<file path="src/rtl/mul255_seq.sv">
// Byte-serial y*255 = (y<<8) - y, one byte per cycle.
// Optional: MUL255_CHECK_EN adds x_ref input and match output.
module mul255_seq #(
  parameter int NBYTES = 4
) (
  input  logic                  clk,
  input  logic                  rst_n,
  input  logic                  start,
  input  logic [8*NBYTES-1:0]   y,
`ifdef MUL255_CHECK_EN
  input  logic [8*NBYTES-1:0]   x_ref,
  output logic                  match,
`endif
  output logic                  busy,
  output logic                  valid,
  output logic [8*NBYTES-1:0]   p,
  output logic                  ovf
);

  localparam int W = 8 * NBYTES;

  typedef enum logic [2:0] {
    IDLE, B0, B1, B2, B3, TOP, DONE
  } state_t;

  state_t         state;
  logic [W-1:0]   yreg;
  logic           brw;
`ifdef MUL255_CHECK_EN
  logic [W-1:0]   xreg;
`endif

  logic [1:0]     bi;
  logic [4:0]     cur_idx;
  logic [4:0]     lo_idx;
  logic [7:0]     ycur;
  logic [7:0]     ylo;
  logic [8:0]     diff;
  logic [7:0]     top;

  // Byte select and the shared 8-bit subtract-with-borrow datapath
  always_comb begin
    bi = 2'd0;
    unique case (state)
      B1:      bi = 2'd1;
      B2:      bi = 2'd2;
      B3:      bi = 2'd3;
      default: bi = 2'd0;
    endcase
    cur_idx = {bi, 3'b000};
    lo_idx  = cur_idx - 5'd8;
    ycur    = yreg[cur_idx +: 8];
    ylo     = (bi == 2'd0) ? 8'h00 : yreg[lo_idx +: 8];
    diff    = {1'b0, ylo} - {1'b0, ycur} - {8'h00, brw};
    top     = yreg[W-1 -: 8] - {7'b0, brw};
  end

  // Control FSM with registered result, flags and handshake
  always_ff @(posedge clk or negedge rst_n) begin
    if (!rst_n) begin
      state <= IDLE;
      yreg  <= '0;
      brw   <= 1'b0;
      busy  <= 1'b0;
      valid <= 1'b0;
      p     <= '0;
      ovf   <= 1'b0;
`ifdef MUL255_CHECK_EN
      xreg  <= '0;
      match <= 1'b0;
`endif
    end else begin
      unique case (state)
        IDLE: begin
          if (start) begin
            yreg  <= y;
            brw   <= 1'b0;
            busy  <= 1'b1;
            state <= B0;
`ifdef MUL255_CHECK_EN
            xreg  <= x_ref;
`endif
          end
        end
        B0: begin
          p[cur_idx +: 8] <= diff[7:0];
          brw   <= diff[8];
          state <= B1;
        end
        B1: begin
          p[cur_idx +: 8] <= diff[7:0];
          brw   <= diff[8];
          state <= B2;
        end
        B2: begin
          p[cur_idx +: 8] <= diff[7:0];
          brw   <= diff[8];
          state <= B3;
        end
        B3: begin
          p[cur_idx +: 8] <= diff[7:0];
          brw   <= diff[8];
          state <= TOP;
        end
        TOP: begin
          ovf   <= (top != 8'h00);
          valid <= 1'b1;
`ifdef MUL255_CHECK_EN
          match <= (p == xreg) && (top == 8'h00);
`endif
          state <= DONE;
        end
        DONE: begin
          valid <= 1'b0;
          busy  <= 1'b0;
          state <= IDLE;
        end
        default: state <= IDLE;
      endcase
    end
  end

endmodule

</file>
<file path="config.mk">
export PLATFORM = sky130hd
export DESIGN_NAME = mul255_seq
export DESIGN_NICKNAME = d
export VERILOG_FILES = /design/src/rtl/mul255_seq.sv
export SDC_FILE = /design/constraint.sdc
export NUM_CORES = 1
export LEC_CHECK = 0
export ABC_AREA = 1
export BUFFER_PORTS_ARGS = -buffer_cell sky130_fd_sc_hd__buf_4
export CAP_MARGIN = 20
export CELL_PAD_IN_SITES_DETAIL_PLACEMENT = 0
export CELL_PAD_IN_SITES_GLOBAL_PLACEMENT = 1
export CORE_ASPECT_RATIO = 0.8
export CORE_UTILIZATION = 37
export DETAILED_ROUTE_END_ITERATION = 16
export GPL_TIMING_DRIVEN = 0
export PLACE_DENSITY = 0.79
export SLEW_MARGIN = 20
export SYNTH_ARGS = -nofsm -noshare
export SYNTH_HDL_FRONTEND = slang
export SYNTH_SLANG_ARGS = --single-unit
export TNS_END_PERCENT = 100
</file>
<file path="constraint.sdc">
create_clock -name clk -period 8 [get_ports clk]
set_clock_uncertainty 0.05 [all_clocks]
set_input_delay 1.6 -clock clk [delete_from_list [all_inputs] [get_ports clk]]
set_output_delay 1.6 -clock clk [all_outputs]
set_load 0.1 [all_outputs]
</file>
# After elaboration in Yosys (flattened, before gate mapping)
# Cells that the tools add are included.
[totals]
regBits = 71
word_cells = 43
input_bits = 35
[classes]
n_eq_ne = 7
n_shift = 4
mux = 10
addsub = 5
n_reduce_logical = 10
[op_table]
columns = ["operator", "count"]
rows = [
  ["$shiftx 32x6->8", 2],
  ["$bwmux 32", 1],
  ["$shift 8x7->32 const A", 1],
  ["$shiftx 8x7->32", 1],
  ["$pmux 3 s6", 1],
  ["$eq 3x3->1 const B", 3],
  ["$sub 8x8->9", 1],
  ["$sub 9x1->9", 1],
  ["$mux 8", 1],
  ["$reduce_bool 8->1", 1],
  ["$sub 8x1->8", 1],
  ["$neg 5->7", 1],
  ["$eq 3x2->1 const B", 2],
  ["$pmux 1 s2", 3],
  ["$pmux 2 s3", 1],
  ["$reduce_and 2->1", 3],
  ["$reduce_bool 2->1", 3],
  ["$sub 5x4->5 const B", 1],
  ["$reduce_or 4->1", 1],
  ["$eq 3x1->1 const B", 1],
  ["$logic_not 3->1", 1],
  ["$mux 3", 1],
  ["$logic_not 2->1", 1],
  ["$mux 1", 2],
  ["$ne 2x2->1 const B", 1],
]

# Longest topological paths before layout
# Gate-level depths: netlist of the first run.
[logic_depth]
ltp_word = 9
depth_mapped = 24

# Least setup slack after synthesis of the first run
# OpenSTA, ideal clock, no wires.
[synth_path]
kind = "register to register"
from = "register state[0]"
to = "register p[14]"
slack_ps = 4324
required_time_ps = 7828
arrival_ps = 3504
stages_incl_launch_ff = 25
setup_time_ps = 122
cell_sequence = "dfrtp_1 -> inv_1 -> nand3_2 -> nand2_2 -> buf_6 -> inv_2 -> buf_4 -> buf_2 -> ha_1 -> clkbuf_1 -> inv_2 -> clkbuf_1 -> nand3_1 -> fa_1 -> inv_1 -> fa_1 -> nor2_1 -> o21bai_1 -> a21o_1 -> nand2_1 -> nand2_1 -> nand2_1 -> nand2_1 -> nor2_1 -> a22o_1"
[synth_via]
elab_chain_len = 9
word_cells_on_any_way = 17
cone_classes = "add/sub: 4; eq/ne: 4; shift: 4; mux: 3; reduce/logical: 2"
[synth_lines]
columns = ["item", "line_no", "rtl"]
rows = [
  ["from (decl)", "26", "state_t state;"],
  ["from (signal assigned)", "61", "state <= IDLE;"],
  ["from (signal assigned)", "79", "state <= B0;"],
  ["from (signal assigned)", "88", "state <= B1;"],
  ["$eq 3x3->1 / $eq 3x2->1 (equally long branches)", "44, 73", ""],
  ["$pmux 2 s3", "44", "unique case (state)"],
  ["$sub 5x4->5", "51", "lo_idx = cur_idx - 5'd8;"],
  ["$shiftx 32x6->8", "53", "ylo = (bi == 2'd0) ? 8'h00 : yreg[lo_idx +: 8];"],
  ["$mux 8", "53", ""],
  ["$sub 8x8->9", "54", "diff = {1'b0, ylo} - {1'b0, ycur} - {8'h00, brw};"],
  ["$sub 9x1->9", "54", ""],
  ["$shiftx 8x7->32", "--", ""],
  ["$bwmux 32", "--", ""],
  ["to (signal, indexed assignment)", "86", "p[cur_idx +: 8] <= diff[7:0];"],
  ["to (signal, indexed assignment)", "91", "p[cur_idx +: 8] <= diff[7:0];"],
  ["to (signal, indexed assignment)", "96", "p[cur_idx +: 8] <= diff[7:0];"],
  ["to (decl)", "16", "output logic [8*NBYTES-1:0] p,"],
]
# Parallel ways exist; a longest one is shown, timed or not.
# A chain may end at the register's enable or synchronous reset.

# Worst setup path in the final report of the first run
[layout_path]
from = "register state[1]"
to = "register p[30]"
# The elaborated chain is that of the path after synthesis.

==> results of run 1 <==
-- cells in the mapped netlist --
cell      instances
nand2_1         135
dfrtp_1          71
o21ai_0          66
inv_1            54
a21oi_1          20
nor2_1           17
ha_1             15
nand3_1          15
clkbuf_1         11
nand2_2           8
nand4_1           7
buf_2             6
nand3_2           6
nor2_2            4
o221ai_1          4
a22o_1            3
inv_2             3
nor3_1            3
buf_6             2
fa_1              2
o22ai_1           2
xnor2_1           2
xor2_1            2
a21o_1            1
buf_4             1
nand2_4           1
nor3_2            1
nor3_4            1
o211ai_1          1
o21a_1            1
o21bai_1          1
o311ai_0          1
o32a_1            1
or2_2             1
xor2_2            1
-- registers in the layout (all words and copies together), names as in the netlist --
signal,count
yreg,32
busy,1
state,3
p,32
valid,1
brw,1
ovf,1
-- metrics by stage --
step,util [%],instances
after global placement,45.8,675
after detailed placement,45.8,675
after global routing,49.0,691
final,49.0,691
after floorplan,-,470
after CTS,49.0,691
-- worst max-delay path, cell delays in order (launching register included) --
cell	delay [ns]
dfrtp_1	0.42
inv_1	0.08
nor3_2	0.48
inv_1	0.20
nand2_1	0.28
inv_1	0.21
ha_1	0.22
clkbuf_1	0.20
inv_2	0.15
clkbuf_1	0.47
o21ai_0	0.24
ha_1	0.33
inv_1	0.04
ha_1	0.29
inv_1	0.09
o21bai_1	0.29
a21o_1	0.17
nand2_1	0.07
nand2_1	0.07
nand2_1	0.05
nand2_1	0.12
nor2_1	0.09
a22o_1	0.20
-- area by class of cell --
class / instances / area [um2]
Inverter: 57 / 214
Clock inverter: 6 / 67.6
Tap cell: 136 / 170
Timing Repair Buffer: 69 / 518
Clock buffer: 10 / 239
Fill cell: 985 / 5010
Multi-Input combinational cell: 322 / 1720
Buffer: 20 / 101
Sequential cell: 71 / 1780
-- worst max path at each step --
stage / end / slack (ns) / depth (start not counted)
floorplan: p[14] / 4.32 / 24
global placement: p[30] / 3.27 / 22
detailed placement: p[22] / 3.22 / 22
CTS: p[22] / 3.16 / 22
global route: p[30] / 2.68 / 22
finish: p[30] / 3.08 / 22
-- metal layers --
layer / global-route usage (%) / vias up / routed length [um]
met5: 0 / - / 0
met4: 5.09 / 0 / 85
met3: 4.38 / 10 / 627
met2: 31.8 / 109 / 4530
met1: 30.7 / 1640 / 5230
li1: - / 1693 / -
-- cell families (layout without fill, tap and decap cells) --
logic type | count (synthesis) | after routing | share of synthesized area (%)
and+or+nand+nor | 199 | 199 | 23.2
adders and majority gates | 17 | 17 | 5.98
xor gates and xnor gates | 5 | 5 | 1.35
buffers and inverters | 77 | 162 | 8.28
AOI/OAI and AO/OA | 101 | 101 | 14.5
DFF | 71 | 71 | 46.7
==> impl_metrics.csv, run 1 <==
group,metric,value,unit
worst_hold_path,hold_start,"p[10]",
outcome,status,"completed",
cts,clk_path_buf_depth,2,
sta,rsz0062_at_grt,"false",
finish,fin_nets,602,
worst_setup_path,r2r_cells,22,
worst_hold_path,hold_class,"reg -> reg",
floorplan,initial_core_util,38.8,%
worst_setup_path,r2r-start,"state[1]",
logic_synthesis,seq_area_frac_synth,46.7,%
placed_design,dp_slack,3.22,ns
sta,fin_crit,4.92,ns
worst_hold_path,hold_end,"p[10]",
global_route,gr-total-overflow,0,
global_route,grt_pass1_vias,3366,
sta,period_share,61.5,%
finish,final_common_cell,"nand2_1",
logic_synthesis,synth_top_cell_by_area,"dfrtp_1",
worst_setup_path,r2r-end,"p[30]",
sta,finalHoldViolCount,0,
global_route,antenna_found_initial,0,
global_route,grt_max_degree,72,
detailed_routing,viasPerCell,5.00,
cts,cts_setup_buffers,0,
logic_synthesis,ys_warn_count,0,
worst_setup_path,required,8.17,ns
detailed_routing,drt-initial-drc-count,283,
detailed_routing,wire_per_inst,15.2,um
cts,holdBufCountCts,0,
run,drv_cap,0,
global_route,grt_pass1_wl,17200,um
finish,num_antenna_cells,0,
worst_setup_path,crit_type,"reg -> reg",
detailed_routing,vias,3452,
cts,clkLatencyLatePin,0.34,ns
finish,design_area,4800,um2
sta,worstMarginPinSlew,0.895,ns
worst_setup_path,r2r_setup_slack,3.08,ns
logic_synthesis,syn_nets,522,
worst_setup_path,path_max_fanout,10,
placed_design,hpwl,7820,um
finish,drive_gt1_share,21.6,%
floorplan,rows,32,
sta,slew_headroom,40.3,%
floorplan,coreArea,9810,um2
logic_synthesis,synth_cell_type_count,35,
detailed_routing,drc,0,
finish,layout_common_cells,"nand2_1 (135), dfrtp_1 (71), buf_4 (70)",
logic_synthesis,synth_area_leaders,"dfrtp_1 (47%), nand2_1 (13%), o21ai_0 (8.7%), inv_1 (5.3%), ha_1 (4.9%)",
sta,drv_slew,0,
floorplan,die_h,92.7,um
detailed_routing,drtPass1Iterations,5,
sta,fin_hold_ws,0.432,ns
placed_design,io_buffer_count,69,
logic_synthesis,synth_top_cell_area_share,46.7,%
placed_design,gp_congestion,0.861,
worst_setup_path,crit_arrival,5.10,ns
floorplan,die_w,115,um
global_route,gr-usage-all-layers,21.1,%
cts,cts.sinks,71,
sta,finalSetupViolCount,0,
logic_synthesis,avgSynthCellArea,8.10,um2
floorplan,die-area,10700,um2
detailed_routing,drt-total-wl,10500,um
logic_synthesis,syn_inst,470,
cts,cts_resized,0,
detailed_routing,ant_nets,0,
cts,cts_max_level,3,
worst_setup_path,crit_path_start,"state[1]",
sta,fmaxAchievable,0.203,GHz
finish,area_growth,26.1,%
floorplan,io_pins,70,
sta,final.setup.tns,0,ns
worst_setup_path,cp-end-kind,"register",
worst_setup_path,start_kind,"register",
cts,cts.reportedPaths.clkPinSlew,0.06,ns
sta,setup_slack,3.08,ns
placed_design,post_dp_cell_area,4500,um2
logic_synthesis,ys_ff_latch,71,
logic_synthesis,synth_area,3810,um2
cts,cts_tree,"built",
worst_hold_path,whs_path_depth,2,
cts,numCtsBuffers,9,
cts,root_buffer,"clkbuf_16",
Power of run 1 is left out: the tool's default activity adds up to more than one toggle a clock period on the data nets, which glitch-free logic cannot reach.
==> run 2: changes to the inputs <==
- clock period: 8 -> 4.92 ns (I/O delays scaled with it)
==> run 2 against run 1 <==
Effect of this change: die area is the same; register-to-register slack got worse by 2.5 ns; critical path depth is the same; first-iteration DRC count decreased by 2.5%; setup slack lost 2.5 ns; core utilization barely moved.
==> impl_metrics.csv, run 2 (synthesis gave the netlist of run 1 again) <==
group,metric,value,unit
outcome,status,"completed",
worst_setup_path,r2r_setup_slack,0.54,ns
worst_setup_path,endpoint,"p[30]",
cts,cts_resized,0,
placed_design,gp_congestion,0.861,
worst_setup_path,critPathMaxStageDelay,0.42,ns
sta,finalSetupViolCount,0,
finish,final_common_cell,"nand2_1",
sta,drv_slew,0,
global_route,grt_max_degree,72,
cts,cts.reportedPaths.clkPinSlew,0.06,ns
sta,slew_headroom,39.8,%
finish,design_area,4800,um2
finish,num_antenna_cells,0,
worst_setup_path,required,5.09,ns
global_route,gr-usage-all-layers,21.1,%
worst_setup_path,cp-end-kind,"register",
floorplan,coreArea,9810,um2
detailed_routing,wl_met2,4520,um
global_route,antenna_found_initial,0,
floorplan,die_h,92.7,um
finish,fin_nets,601,
cts,cts_max_level,3,
detailed_routing,topRoutingLayerUsed,"met4",
sta,fin_crit,4.38,ns
worst_setup_path,crit_arrival,4.55,ns
cts,clkLatencyLatePin,0.34,ns
sta,rsz0062_at_grt,"false",
detailed_routing,drt-total-wl,10400,um
floorplan,io_pins,70,
worst_setup_path,path_max_fanout,10,
worst_setup_path,r2r_cells,22,
global_route,gr-total-overflow,0,
sta,finalHoldViolCount,0,
worst_setup_path,r2r-start,"state[1]",
worst_setup_path,crit_type,"reg -> reg",
placed_design,io_buffer_count,69,
cts,clk_path_buf_depth,2,
finish,area_growth,26.2,%
global_route,grt_pass1_vias,3366,
worst_setup_path,start_kind,"register",
sta,period_share,88.9,%
cts,holdBufCountCts,0,
detailed_routing,met1Wirelength,5190,um
floorplan,rows,32,
sta,worstMarginPinSlew,0.903,ns
cts,root_buffer,"clkbuf_16",
cts,cts.sinks,71,
detailed_routing,drc,0,
finish,layout_common_cells,"nand2_1 (135), dfrtp_1 (71), buf_4 (70)",
cts,cts_setup_buffers,0,
global_route,grt_pass1_wl,17200,um
worst_setup_path,r2r-end,"p[30]",
sta,final.setup.tns,0,ns
finish,drive_gt1_share,21.7,%
detailed_routing,viasPerCell,4.96,
worst_hold_path,hold_class,"reg -> reg",
run,drv_cap,0,
worst_setup_path,crit_path_start,"state[1]",
detailed_routing,ant_nets,0,
placed_design,post_dp_cell_area,4500,um2
placed_design,hpwl,7820,um
worst_setup_path,cp_cell_sequence,"inv_1 -> nor3_4 -> inv_1 -> nand2_1 -> inv_1 -> ha_1 -> buf_2 -> o21ai_0 -> a21oi_1 -> o21ai_0 -> ha_1 -> inv_1 -> ha_1 -> inv_1 -> o21bai_1 -> a21o_1 -> nand2_1 -> nand2_1 -> nand2_1 -> nand2_1 -> nor2_1 -> a22o_1",
cts,numCtsBuffers,9,
finish,top_regs,"p (32), yreg (32), state (3)",
detailed_routing,wl_met3,645,um
detailed_routing,drt-initial-drc-count,276,
detailed_routing,vias,3420,
sta,fmaxAchievable,0.229,GHz
worst_setup_path,critPathSlowestCell,"dfrtp_1",
floorplan,initial_core_util,38.8,%
floorplan,die_w,115,um
floorplan,die-area,10700,um2
detailed_routing,drtPass1Iterations,5,
detailed_routing,wire_per_inst,15.1,um
cts,cts_tree,"built",
-- run 2: cell types whose count changed in the layout (fill, tap and decap cells not counted) --
cell / before / now
nor3_2: 1 / 0
nor3_4: 1 / 2
clkbuf_1: 11 / 10
-- run 2: metrics by stage --
| stage | std cells | hold WS, ns | util, % | worst slack [ns] |
|---|---|---|---|---|
| floorplan | 470 | 0.410 | - | 1.24 |
| global placement | 675 | 0.419 | 45.8 | 0.186 |
| detailed placement | 675 | 0.416 | 45.8 | 0.135 |
| CTS | 691 | 0.432 | 49.0 | 0.0761 |
| global route | 690 | 0.453 | 49.0 | 0.166 |
| finish | 690 | 0.432 | 49.0 | 0.545 |
-- run 2: worst min path at each step --
stage | from | to | cells past startpoint
final | p[10] | p[10] | 2
after global routing | p[31] | p[31] | 2
after CTS | p[19] | p[19] | 2
after detailed placement | p[19] | p[19] | 2
after global placement | p[19] | p[19] | 2
after floorplan | yreg[15] | yreg[15] | 2
-- run 2: area by class of cell --
type / count / area (um2)
Tap cell: 136 / 170
Sequential cell: 71 / 1780
Multi-Input combinational cell: 322 / 1720
Clock inverter: 6 / 67.6
Clock buffer: 10 / 239
Timing Repair Buffer: 69 / 518
Fill cell: 988 / 5000
Inverter: 57 / 214
Buffer: 19 / 97.6
-- run 2: critical path, delay by kind of cell, from the launching register on --
| family | cells | cell delay, ns |
|---|---|---|
| adder cells (fa/ha/maj) | 3 | 0.92 |
| AND/OR/NAND/NOR | 7 | 1.00 |
| AO/OA/AOI/OAI | 6 | 1.04 |
| buffers and inverters | 6 | 0.83 |
| flip-flops | 1 | 0.42 |
-- run 2: routing by layer --
layer | global-route usage [%] | vias up
li1 | - | 1688
met1 | 30.7 | 1632
met2 | 31.8 | 94
met3 | 4.38 | 6
met4 | 5.09 | 0
met5 | 0 | -
Power of run 2 is left out for the same reason.
